<file path="src/rtl/peak_bin_detect.sv">
// peak_bin_detect: scans bins BIN_LO..BIN_HI of FFT RAM 1 after each frame,
// computes real^2+imag^2 for every bin and reports the bin with the largest
// power. It then holds that bin on rdaddr1 so the beam-weighting stage can
// read it. A new frame is taken only after that stage reports weightdone.
// Optional build macro: PEAK_THRESH_EN adds the thresh input and the
// nodetect output. A scan whose peak is below thresh ends in nodetect and
// returns to IDLE instead of raising detectdone.
module peak_bin_detect #(
  parameter int BIN_LO = 1,
  parameter int BIN_HI = 511
) (
  input  logic        clk,
  input  logic        reset,
  input  logic        fftdone,
  input  logic        weightdone,
  input  logic [27:0] ramq1,
`ifdef PEAK_THRESH_EN
  input  logic [27:0] thresh,
  output logic        nodetect,
`endif
  output logic [9:0]  rdaddr1,
  output logic [9:0]  maxbin,
  output logic [27:0] maxpwr,
  output logic        detectdone,
  output logic        busy
);

  localparam int DATA_W = 14;
  localparam int PWR_W  = 2 * DATA_W;
  localparam logic [9:0] ADDR_LO = 10'(BIN_LO);
  localparam logic [9:0] ADDR_HI = 10'(BIN_HI);

  typedef enum logic [1:0] {IDLE, SCAN, DRAIN, DONE} state_t;

  // Power of one RAM word. The full-width signed squares cannot overflow:
  // the largest square is (-8192)^2 = 2^26, so the sum is below 2^28.
  function automatic logic [PWR_W-1:0] pwr_calc(input logic [PWR_W-1:0] word);
    logic signed [DATA_W-1:0] re;
    logic signed [DATA_W-1:0] im;
    logic signed [PWR_W-1:0]  re_sq;
    logic signed [PWR_W-1:0]  im_sq;
    re    = word[PWR_W-1:DATA_W];
    im    = word[DATA_W-1:0];
    re_sq = PWR_W'(re) * PWR_W'(re);
    im_sq = PWR_W'(im) * PWR_W'(im);
    return $unsigned(re_sq) + $unsigned(im_sq);
  endfunction

  state_t            state_q, state_d;
  logic [9:0]        addr_q, addr_d;
  logic              wbseen_q, wbseen_d;
  logic [9:0]        maxbin_q, maxbin_d;
  logic [PWR_W-1:0]  maxpwr_q, maxpwr_d;
  logic              detectdone_q, detectdone_d;
  logic              nodetect_q, nodetect_d;
  logic              start;
  logic              upd;

  // Tag pipeline. Each address carries a valid tag, its bin index, and a
  // last-bin marker until its power reaches the compare stage.
  logic              vld_p1_q, vld_p1_d, last_p1_q, last_p1_d;
  logic              vld_p2_q, vld_p2_d, last_p2_q, last_p2_d;
  logic              vld_p3_q, vld_p3_d, last_p3_q, last_p3_d;
  logic [9:0]        bin_p1_q, bin_p1_d, bin_p2_q, bin_p2_d, bin_p3_q, bin_p3_d;
  logic [PWR_W-1:0]  pwr_p3_q, pwr_p3_d;

  // Pipeline next values: p1/p2 track the 2-cycle RAM latency, and p3
  // registers the power as the RAM data arrives.
  always_comb begin
    // stage p1: address presented last cycle, RAM access in flight
    vld_p1_d  = (state_q == SCAN);
    last_p1_d = (state_q == SCAN) && (addr_q == ADDR_HI);
    bin_p1_d  = addr_q;
    // stage p2: ramq1 holds this bin's data
    vld_p2_d  = vld_p1_q;
    last_p2_d = last_p1_q;
    bin_p2_d  = bin_p1_q;
    // stage p3: registered power, compared against the running maximum
    vld_p3_d  = vld_p2_q;
    last_p3_d = last_p2_q;
    bin_p3_d  = bin_p2_q;
    pwr_p3_d  = pwr_calc(ramq1);
  end

  // A bin wins only on strictly greater power. Bins arrive in ascending
  // order, so a tie keeps the lower bin.
  assign upd = vld_p3_q && (pwr_p3_q > maxpwr_q);

  // FSM next state, scan address, running maximum and completion pulses
  always_comb begin
    state_d      = state_q;
    addr_d       = addr_q;
    wbseen_d     = wbseen_q;
    maxbin_d     = maxbin_q;
    maxpwr_d     = maxpwr_q;
    detectdone_d = 1'b0;
    nodetect_d   = 1'b0;
    start        = 1'b0;

    if (upd) begin
      maxbin_d = bin_p3_q;
      maxpwr_d = pwr_p3_q;
    end

    case (state_q)
      IDLE: begin
        addr_d = '0;
        if (fftdone) start = 1'b1;
      end
      SCAN: begin
        if (addr_q == ADDR_HI) state_d = DRAIN;
        else                   addr_d  = addr_q + 10'd1;
      end
      DRAIN: begin
        // The final compare happens this cycle, so maxpwr_d is the frame's peak.
        if (last_p3_q) begin
`ifdef PEAK_THRESH_EN
          if (maxpwr_d < thresh) begin
            nodetect_d = 1'b1;
            state_d    = IDLE;
            addr_d     = '0;
          end else begin
            detectdone_d = 1'b1;
            state_d      = DONE;
          end
`else
          detectdone_d = 1'b1;
          state_d      = DONE;
`endif
        end
      end
      DONE: begin
        if (weightdone) wbseen_d = 1'b1;
        if (fftdone && (wbseen_q || weightdone)) start = 1'b1;
      end
      default: state_d = IDLE;
    endcase

    if (start) begin
      state_d  = SCAN;
      addr_d   = ADDR_LO;
      maxbin_d = ADDR_LO;
      maxpwr_d = '0;
      wbseen_d = 1'b0;
    end
  end

  // Control and result registers; reset abandons any scan in flight.
  always_ff @(posedge clk) begin
    if (reset) begin
      state_q      <= IDLE;
      addr_q       <= '0;
      wbseen_q     <= 1'b0;
      maxbin_q     <= '0;
      maxpwr_q     <= '0;
      detectdone_q <= 1'b0;
      nodetect_q   <= 1'b0;
      vld_p1_q     <= 1'b0;
      vld_p2_q     <= 1'b0;
      vld_p3_q     <= 1'b0;
      last_p1_q    <= 1'b0;
      last_p2_q    <= 1'b0;
      last_p3_q    <= 1'b0;
    end else begin
      state_q      <= state_d;
      addr_q       <= addr_d;
      wbseen_q     <= wbseen_d;
      maxbin_q     <= maxbin_d;
      maxpwr_q     <= maxpwr_d;
      detectdone_q <= detectdone_d;
      nodetect_q   <= nodetect_d;
      vld_p1_q     <= vld_p1_d;
      vld_p2_q     <= vld_p2_d;
      vld_p3_q     <= vld_p3_d;
      last_p1_q    <= last_p1_d;
      last_p2_q    <= last_p2_d;
      last_p3_q    <= last_p3_d;
    end
  end

  // Data side of the pipeline; the valid tags qualify it, so it needs no reset.
  always_ff @(posedge clk) begin
    bin_p1_q <= bin_p1_d;
    bin_p2_q <= bin_p2_d;
    bin_p3_q <= bin_p3_d;
    pwr_p3_q <= pwr_p3_d;
  end

  assign rdaddr1    = (state_q == DONE) ? maxbin_q : addr_q;
  assign maxbin     = maxbin_q;
  assign maxpwr     = maxpwr_q;
  assign detectdone = detectdone_q;
  assign busy       = (state_q == SCAN) || (state_q == DRAIN);
`ifdef PEAK_THRESH_EN
  assign nodetect   = nodetect_q;
`else
  logic unused_nodetect;
  assign unused_nodetect = nodetect_q;
`endif

endmodule

</file>
<file path="config.mk">
export PLATFORM = sky130hd
export DESIGN_NAME = peak_bin_detect
export DESIGN_NICKNAME = d
export VERILOG_FILES = /design/src/rtl/peak_bin_detect.sv
export SDC_FILE = /design/constraint.sdc
export NUM_CORES = 1
export LEC_CHECK = 0
export BUFFER_PORTS_ARGS = -buffer_cell sky130_fd_sc_hd__buf_2
export CELL_PAD_IN_SITES_DETAIL_PLACEMENT = 1
export CELL_PAD_IN_SITES_GLOBAL_PLACEMENT = 2
export CORE_MARGIN = 5
export CORE_UTILIZATION = 30
export DETAILED_ROUTE_END_ITERATION = 10
export GPL_TIMING_DRIVEN = 0
export HOLD_SLACK_MARGIN = 0.03
export PLACE_DENSITY_LB_ADDON = 0.1
export SYNTH_ARGS = -nofsm -noshare
export SYNTH_HDL_FRONTEND = slang
export SYNTH_SLANG_ARGS = --single-unit
</file>
<file path="constraint.sdc">
create_clock -name clk -period 12.1 [get_ports clk]
set_input_delay 3.025 -clock clk [delete_from_list [all_inputs] [get_ports clk]]
set_output_delay 3.025 -clock clk [all_outputs]
set_load 0.005 [all_outputs]
</file>
==> flow_summary_export.csv <==
group,metric,value,unit
finish,register_area,2320,µm²
yosys,synthFlopType,"dfxtp_1",
critical_path,cp_data_arrival_time,10.63,ns
clocking,clock-sinks,116,
finish,multi_input_area,13300,µm²
clocking,cts_hold_buf,0,
detailed_routing,vias,11300,
clocking,cts_made_buffers,17,
floorplanning,die_w,252,µm
detailed_routing,viasPerCell,4.28,
sta,slew_headroom,49.9,%
floorplanning,die_h,252,µm
clocking,cts_resized,0,
yosys,synthArstFlopShare,0,%
placement,place_hpwl,43.3,mm
critical_path,critPathLaunchType,"input pin",
sta,hold_viol_final,0,
sta,max_freq,96.5,MHz
global_route,grt_max_degree,17,
floorplanning,floorplan.initialDensity,30.4,%
finish,layout_commonest_cell,"inv_1",
clocking,clockBufferDepth,2,
clocking,cts_setup_buffers,0,
sta,setup_viol,0,
critical_path,crit_top_cell,"fa_1",
finish,fin_cells,2639,
yosys,synth_seq_cells,116,
global_route,grt_pass1_vias,13000,
yosys,synth_top_area_share,45.9,%
global_route,grt_pass1_wl,76.9,mm
yosys,ys.warnings.count,0,
sta,skew,0.00933,ns
sta,rsz0062_at_grt,"no",
floorplanning,fp.dieArea,63700,µm²
global_route,antenna_found_initial,0,
yosys,yosys.area.top_type,"fa_1",
detailed_routing,drc,0,
yosys,yosysUniqueCellTypes,52,
floorplanning,io_pins,82,
yosys,netlist_area,17600,µm²
hold_path,hold_class,"flop to flop",
critical_path,path_max_fanout,10,
detailed_routing,wl,47.8,mm
sta,finalSetupTns,0,ns
job,max_cap_viol_count,0,
yosys,avgSynthCellArea,10.0,µm²
yosys,ys_top_cells_by_area,"fa_1, dfxtp_1, inv_1, ha_1, and2_1",
critical_path,path_class,"input pin to flop",
critical_path,required,12.37,ns
finish,final_cell_mix,"inv_1, fa_1, ha_1",
yosys,syn-num-nets,2345,
yosys,synthCells,1761,
critical_path,cpPeakStageDelay,0.76,ns
sta,min_period,10.36,ns
placement,place_inst,2606,
global_route,grtUsageTotal,15.6,%
clocking,clk_latency,0.42,ns
critical_path,reg2reg_slack,9.20,ns
finish,drive_gt1_share,7.15,%
placement,place.gp.congestion,0.830,
critical_path,crit_chain,"buf_2 -> clkbuf_1 -> nand2_1 -> fa_1 -> inv_1 -> fa_1 -> fa_1 -> fa_1 -> fa_1 -> fa_1 -> inv_1 -> fa_1 -> inv_1 -> ha_1 -> ha_1 -> nand2_1 -> and2_1 -> a31oi_1 -> a21boi_0 -> nand2b_1 -> a32oi_1 -> xnor2_1",
global_route,grt_remaining_overflow,0,
clocking,htreeDepth,4,
clocking,cts.clk_slew.worst_paths,0.06,ns
finish,nets,2444,
detailed_routing,drt_iter0_drc,316,
yosys,ys_seq_area_share,13.2,%
floorplanning,num_rows,88,
floorplanning,fp.coreArea,57900,µm²
detailed_routing,routedWlPerCell,18.1,µm
detailed_routing,dr.pass1.iters,6,
placement,portBuffers,80,
sta,period_share,85.7,%
status,outcome,"finished clean",
finish,area_growth,11.2,%
clocking,root_buffer,"clkbuf_16",
sta,slew_viol_final,0,
finish,fillers,6677,
yosys,synth_edf_count,0,
critical_path,cp_slowest_cell,"fa_1",
detailed_routing,antenna_left,0,
sta,tightest_slew,0.750,ns
clocking,tritoncts,"built",
critical_path,endpoint_kind,"flop",
-- final timing paths --
kind | from | endpoint | depth (start not counted)
max | ramq1[0] | pwr_p3_q[27] | 22
min reg2reg | bin_p2_q[6] | bin_p3_q[6] | 0
max reg2reg | maxpwr[15] | maxpwr[26] | 11
min | bin_p2_q[6] | bin_p3_q[6] | 0
-- critical path, delay by kind of cell --
kind / cells / cell delay [ns]
adders and majority gates: 9 / 4.65
and+or+nand+nor: 4 / 1.06
buffers and inverters: 5 / 0.95
AOI/OAI and AO/OA: 3 / 0.78
xor gates and xnor gates: 1 / 0.11
-- through the flow --
step	worst slack [ns]	hold slack (ns)	cell area, µm²	utilization [%]
finish	1.74	0.325	19600	33.8
global route	1.30	0.329	19600	33.8
CTS	1.65	0.326	19600	33.8
detailed placement	1.22	0.313	19000	32.8
global placement	1.19	0.310	19000	32.8
floorplan	2.65	0.310	17600	-
-- synth_stat cells, types with 3 or more instances --
cell type,instances
a211oi_1,4
a21o_1,18
a21oi_1,33
and2_1,75
and3_1,6
clkbuf_1,37
dfxtp_1,116
fa_1,404
ha_1,148
inv_1,495
mux2_2,12
mux2i_1,40
nand2_1,117
nand2b_1,14
nand3_1,7
nand4_1,7
nor2_1,86
nor2b_1,16
nor3_1,10
o211ai_1,3
o21a_1,3
o21ai_0,14
o31ai_1,4
or3_1,3
xnor2_1,38
xor2_1,17
-- kinds of logic after synthesis --
logic type               synth area share [%]
AO/OA/AOI/OAI                            3.59
XOR/XNOR                                 2.73
adder cells (fa/ha/maj)                  56.4
multiplexers                             3.04
buffers and inverters                    11.6
AND/OR/NAND/NOR                          9.47
flip-flops                               13.2
-- sequential cells by signal (all words and copies together), names as in the netlist, 2 cells and up --
name      count
pwr_p3_q     28
state_q       2
bin_p3_q     10
bin_p1_q     10
bin_p2_q     10
maxpwr       28
addr_q       10
maxbin       10
-- final cells by class --
| type | instances | area share, % |
|---|---|---|
| antenna | 1 | 0.0128 |
| clock buffer | 17 | 2.17 |
| buffer | 42 | 0.938 |
| tap | 765 | 4.88 |
| clock inverter | 15 | 0.938 |
| inverter | 497 | 9.52 |
| multi-input combinational | 1106 | 67.6 |
| timing repair buffer | 80 | 2.04 |
| sequential | 116 | 11.8 |
-- routing by layer --
metal  vias to the layer above  share of wire, %  GRT usage (%)
met4                         0               1.3           2.87
met1                      5783                50           23.2
met2                       117                46           25.0
met3                        30               2.7           1.64
li1                       5356                 -              -
met5                         -                 0              0
Power is not shown: default switching activity piles up to over one toggle a cycle in this logic, so the estimate is an artifact.
